--- config.mk ---
export PLATFORM = sky130hd
export DESIGN_NAME = rr_mux_arb
export DESIGN_NICKNAME = d
export VERILOG_FILES = /design/src/rtl/rr_mux_arb.sv
export SDC_FILE = /design/constraint.sdc
export NUM_CORES = 1
export LEC_CHECK = 0
export ABC_AREA = 1
export CAP_MARGIN = 40
export CORE_ASPECT_RATIO = 1.75
export CORE_MARGIN = 2
export CORE_UTILIZATION = 42
export CTS_CLUSTER_SIZE = 28
export DETAILED_ROUTE_END_ITERATION = 6
export PLACE_DENSITY = 0.89
export SLEW_MARGIN = 20
export SYNTH_ARGS = -nofsm -noshare
export SYNTH_HDL_FRONTEND = slang
export SYNTH_SLANG_ARGS = --single-unit
--- constraint.sdc ---
create_clock -name clk -period 3.5 [get_ports clk]
set_input_delay 0.525 -clock clk [delete_from_list [all_inputs] [get_ports clk]]
set_output_delay 0.525 -clock clk [all_outputs]
set_load 0.1 [all_outputs]
--- src/rtl/rr_mux_arb.sv ---
// N-channel multiplexer with fixed-select or round-robin arbitration
// feeding a single valid/ready output register stage.
module rr_mux_arb #(
    parameter int unsigned WIDTH = 32,
    parameter int unsigned N     = 4,
    parameter int unsigned SEL_W = 2
) (
    input  logic                 clk,
    input  logic                 rst,
    input  logic [N*WIDTH-1:0]   in_data,
    input  logic [N-1:0]         in_valid,
    output logic [N-1:0]         in_ready,
    input  logic                 mode,
    input  logic [SEL_W-1:0]     sel,
    output logic [WIDTH-1:0]     out_data,
    output logic [SEL_W-1:0]     out_src,
    output logic                 out_valid,
    input  logic                 out_ready
);

    logic [WIDTH-1:0] ch_data [N];
    logic             load_en;
    logic             gnt_vld;
    logic [SEL_W-1:0] gnt_idx;
    logic [SEL_W-1:0] rr_idx;
    logic [WIDTH-1:0] gnt_data;
    logic [SEL_W-1:0] ptr;

    for (genvar g = 0; g < int'(N); g++) begin : g_unpack
        assign ch_data[g] = in_data[g*WIDTH +: WIDTH];
    end

    // Output stage can take a new word when empty or being drained.
    assign load_en = !out_valid || out_ready;

    // Grant selection; round-robin searches upward from ptr+1 with wrap.
    always_comb begin
        gnt_vld = 1'b0;
        gnt_idx = '0;
        rr_idx  = '0;
        if (!mode) begin
            if ((32'(sel) < N) && in_valid[sel]) begin
                gnt_vld = 1'b1;
                gnt_idx = sel;
            end
        end else begin
            for (int unsigned k = 1; k <= N; k++) begin
                rr_idx = SEL_W'((32'(ptr) + k) % N);
                if (!gnt_vld && in_valid[rr_idx]) begin
                    gnt_vld = 1'b1;
                    gnt_idx = rr_idx;
                end
            end
        end
    end

    assign gnt_data = ch_data[gnt_idx];

    // Accept strobe back to the granted channel only.
    always_comb begin
        in_ready = '0;
        if (!rst && load_en && gnt_vld) begin
            in_ready[gnt_idx] = 1'b1;
        end
    end

    // Output register and round-robin pointer.
    always_ff @(posedge clk) begin
        if (rst) begin
            out_valid <= 1'b0;
            out_data  <= '0;
            out_src   <= '0;
            ptr       <= SEL_W'(N - 1);
        end else if (load_en) begin
            out_valid <= gnt_vld;
            if (gnt_vld) begin
                out_data <= gnt_data;
                out_src  <= gnt_idx;
                ptr      <= gnt_idx;
            end
        end
    end

endmodule

==> impl_metrics.xml <==
<?xml version="1.0" encoding="UTF-8"?>
<metrics>
  <group name="logic_synthesis">
    <metric name="synth_most_common_cell" unit="">nand3_1</metric>
    <metric name="ys_seq_area_frac" unit="">0.2385</metric>
    <metric name="synth_cells" unit="">455</metric>
    <metric name="synthTopCellsByCount" unit="">107 x nand3_1, 103 x nand2_1, 37 x dfxtp_1</metric>
    <metric name="synth_enable_flop_cells" unit="">0</metric>
    <metric name="ys_warn_count" unit="">0</metric>
    <metric name="synth_async_sr_flop_share" unit="">0</metric>
    <metric name="synthFlopType" unit="">dfxtp_1</metric>
    <metric name="synth.area.top_cells" unit="">dfxtp_1 24%, nand3_1 17%, nand2_1 12%, nand3_2 9.0%, a21oi_2 7.6%</metric>
    <metric name="area_share_of_the_largest_cell_type_after_synthesis" unit="">0.2385</metric>
    <metric name="postSynthAreaPerCell" unit="µm²">6.825</metric>
    <metric name="yosysTopAreaCell" unit="">dfxtp_1</metric>
    <metric name="synth.lib_cells_used.distinct" unit="">27</metric>
    <metric name="post_synth_instance_area" unit="µm²">3105</metric>
    <metric name="post_synthesis_net_count" unit="">593</metric>
    <metric name="synth.ff_latch_count" unit="">37</metric>
  </group>
  <group name="floorplan">
    <metric name="die-area" unit="µm²">8125</metric>
    <metric name="number_of_rows_in_the_core_area" unit="">41</metric>
    <metric name="fp.dieH" unit="µm">117.8</metric>
    <metric name="chipWidth" unit="µm">69</metric>
    <metric name="floorplan.core_area" unit="µm²">7182</metric>
    <metric name="start_util" unit="">0.4324</metric>
    <metric name="design.portCount" unit="">177</metric>
  </group>
  <group name="route">
    <metric name="detail_route.iter0.violations" unit="">381</metric>
    <metric name="routedWlPerCell" unit="µm">17.07</metric>
    <metric name="first_pass_iters" unit="">4</metric>
    <metric name="residual_antenna_violating_net_count_after_detailed_routing" unit="">0</metric>
    <metric name="route.final.wire_length" unit="µm">12480</metric>
    <metric name="dr_total_vias" unit="">4072</metric>
    <metric name="post-route-drc-count" unit="">0</metric>
    <metric name="vias_per_cell" unit="">5.570</metric>
  </group>
  <group name="critical_path">
    <metric name="endpoint_kind" unit="">output port</metric>
    <metric name="worstPathMaxFanout" unit="">20</metric>
    <metric name="critPathBufInv" unit="">3</metric>
    <metric name="cp_slowest_cell" unit="">clkdlybuf4s50_1</metric>
    <metric name="regToRegStartpoint" unit="">ptr[0]</metric>
    <metric name="critical_path.startpoint" unit="">in_valid[0]</metric>
    <metric name="logic_depth_of_the_worst_register_to_register_path" unit="">13</metric>
    <metric name="path_delay_family" unit="">simple AND/OR/NAND/NOR gates</metric>
    <metric name="critical_path_cell_count" unit="">12</metric>
    <metric name="regToRegEndpoint" unit="">out_data[28]</metric>
    <metric name="start_kind" unit="">input port</metric>
    <metric name="cp.required" unit="ns">2.97</metric>
    <metric name="worstPathArrival" unit="ns">2.73</metric>
    <metric name="crit_path_cell_trace" unit="">clkdlybuf4s50_1, nand2_1, nand2_1, nand2_2, a21boi_1, nand2_1, nor2_1, nand2_1, nand2_4, inv_4, nor3_1, buf_12</metric>
    <metric name="cp-endpoint" unit="">in_ready[1]</metric>
    <metric name="setup.worst_path.class" unit="">in -&gt; out</metric>
    <metric name="r2r_slack" unit="ns">0.67</metric>
    <metric name="crit_top_cell" unit="">nand2_1</metric>
    <metric name="longest_individual_stage_delay_on_the_worst_path" unit="ns">0.54</metric>
  </group>
  <group name="global_route">
    <metric name="grt_first_pass_wirelength" unit="µm">20120</metric>
    <metric name="antenna_violations_before_repair" unit="">0</metric>
    <metric name="grt.overflow.total" unit="">0</metric>
    <metric name="grt_start_max_net_pins" unit="">69</metric>
    <metric name="globalRouteTotalUtil" unit="">0.3016</metric>
    <metric name="number_of_global_route_vias_before_repair" unit="">4235</metric>
  </group>
  <group name="layout">
    <metric name="finish.net_count" unit="">782</metric>
    <metric name="area.growth.synth_to_final" unit="%">85.50</metric>
    <metric name="proportion_of_layout_cells_with_a_drive_suffix_above_1" unit="">0.2434</metric>
    <metric name="antennaDiodeCount" unit="">0</metric>
  </group>
  <group name="sta">
    <metric name="maxSlewViolCount" unit="">0</metric>
    <metric name="post_route_clock_skew" unit="ns">0.003534</metric>
    <metric name="grt_setup_unrepaired" unit="">false</metric>
    <metric name="hold_slack" unit="ns">0.4897</metric>
    <metric name="timing.final.crit_share" unit="">0.9292</metric>
    <metric name="max-slew-margin-rel" unit="">0.4656</metric>
    <metric name="fmaxAchievable" unit="MHz">307.5</metric>
    <metric name="fin_crit" unit="ns">3.252</metric>
    <metric name="tightest_slew" unit="ns">0.8016</metric>
    <metric name="report.final.setup_viol" unit="">0</metric>
    <metric name="final_hold_viol_count" unit="">0</metric>
  </group>
  <group name="outcome">
    <metric name="run_status" unit="">finished clean</metric>
  </group>
  <group name="clock_tree">
    <metric name="post_cts_sizing" unit="">0</metric>
    <metric name="cts_htree_levels" unit="">2</metric>
    <metric name="clock_sink_count" unit="">37</metric>
    <metric name="cts_root_buf" unit="">clkbuf_16</metric>
    <metric name="clk_pin_slew_worst_paths" unit="ns">0.06</metric>
    <metric name="setup_bufs_post_cts" unit="">0</metric>
    <metric name="cts_buffers" unit="">5</metric>
    <metric name="tritoncts" unit="">done</metric>
    <metric name="postCtsHoldBufs" unit="">0</metric>
    <metric name="clock_insertion_delay_worst_skew" unit="ns">0.27</metric>
    <metric name="longest_clk_path_bufs" unit="">2</metric>
  </group>
  <group name="placement">
    <metric name="detailedPlacementHpwl" unit="µm">9577</metric>
    <metric name="port_buffers" unit="">176</metric>
    <metric name="place.gp.congestion" unit="">0.8723</metric>
  </group>
  <group name="pwr">
    <metric name="totalPowerFinal" unit="mW">3.377</metric>
    <metric name="cellLeakagePower" unit="nW">2.431</metric>
    <metric name="p_per_area" unit="nW/µm²">586.2</metric>
    <metric name="power.sequential.fraction" unit="">0.167</metric>
    <metric name="pwr-share-comb" unit="">0.681</metric>
    <metric name="internal_power" unit="mW">1.738</metric>
    <metric name="switching_power" unit="mW">1.639</metric>
    <metric name="ir_worst_vdd" unit="mV">0.3300</metric>
    <metric name="p_sw_frac" unit="">0.4854</metric>
    <metric name="power_frac_clock" unit="">0.152</metric>
  </group>
  <group name="flow_run">
    <metric name="drv.max_cap_violation_count" unit="">0</metric>
  </group>
  <group name="min_path">
    <metric name="min-delay-path-class" unit="">reg -&gt; reg</metric>
  </group>
</metrics>
## worst reg2reg max path, stage by stage, from the launching register on
cell and delay, ns:
dfxtp_1 0.59, inv_2 0.18, nand2_1 0.12, nand2_1 0.11, nand2_1 0.10, nand2_1 0.08
nor2_1 0.15, nand4_1 0.12, nand3_2 0.13, buf_4 0.55, nand3_1 0.21, nand3_1 0.17
nand2_1 0.11, a21oi_2 0.13
## metal layers
layer	vias up	global-route usage	part of all wire
met5	-	0	0
met4	0	0.1863	0.061
met3	65	0.03938	0.056
met2	231	0.5841	0.55
met1	1853	0.2892	0.33
li1	1923	-	-
## kinds of logic (layout without fill, tap and decap cells)
logic type | Yosys count | after routing | share of synthesized area
AND/OR/NAND/NOR | 287 | 287 | 0.4887
AO/OA/AOI/OAI | 76 | 76 | 0.1599
buffers and inverters | 55 | 245 | 0.1128
flip-flops | 37 | 37 | 0.2385
## metrics by stage
stage	setup WS, ns	TNS (ns)	area, µm²	utilization	std cells
after detailed placement	0.2669	0	5589	0.7782	723
after floorplan	-0.5405	-1.081	3105	-	455
after global routing	0.1640	0	5761	0.8021	731
after global placement	0.4621	0	4801	0.6685	688
after CTS	0.2550	0	5761	0.8021	731
final	0.2480	0	5761	0.8021	731
## worst min-delay path by stage
stage                    start  cells past startpoint    endpoint  slack [ns]
finish              out_src[1]                      2  out_src[1]        0.49
global route        out_src[1]                      2  out_src[1]        0.50
CTS                 out_src[1]                      2  out_src[1]        0.48
detailed placement  out_src[1]                      2  out_src[1]        0.48
global placement    out_src[0]                      2  out_src[0]        0.45
floorplan               ptr[0]                      2      ptr[0]        0.55
## registers in the layout, indices dropped and copies added, names as in the netlist
| signal | cells |
|---|---|
| ptr | 2 |
| out_src | 2 |
| out_data | 32 |
| out_valid | 1 |
## placed cells by master (no fill, tap or decap), drive strengths merged
master         count
clkinv             1
nor2               5
a22oi              1
nand3            135
nor3               5
clkbuf             5
nand2            139
buf               48
a21oi             37
a21boi             1
inv               17
nand4              3
clkinvlp           1
dfxtp             37
o21ai             35
bufinv             1
o211ai             2
clkdlybuf4s50    172
## power by group through the flow
stage	clock network, mW	logic (mW)	registers (mW)
2_1_floorplan	0	0.820	1.16
3_3_place_gp	0	1.80	0.563
3_5_place_dp	0	2.28	0.571
4_1_cts	0.523	2.29	0.564
5_1_grt	0.541	2.40	0.575
6_report	0.513	2.30	0.565
## area by class of cell
cell class	instances	area (µm²)
Multi-Input combinational cell	363	2014
Timing Repair Buffer	220	2658
Inverter	17	68.82
Sequential cell	37	740.7
Fill cell	432	1421
Clock buffer	5	125.1
Tap cell	86	107.6
Clock inverter	3	46.29
Note: power is estimated with default switching activity, not from simulation.
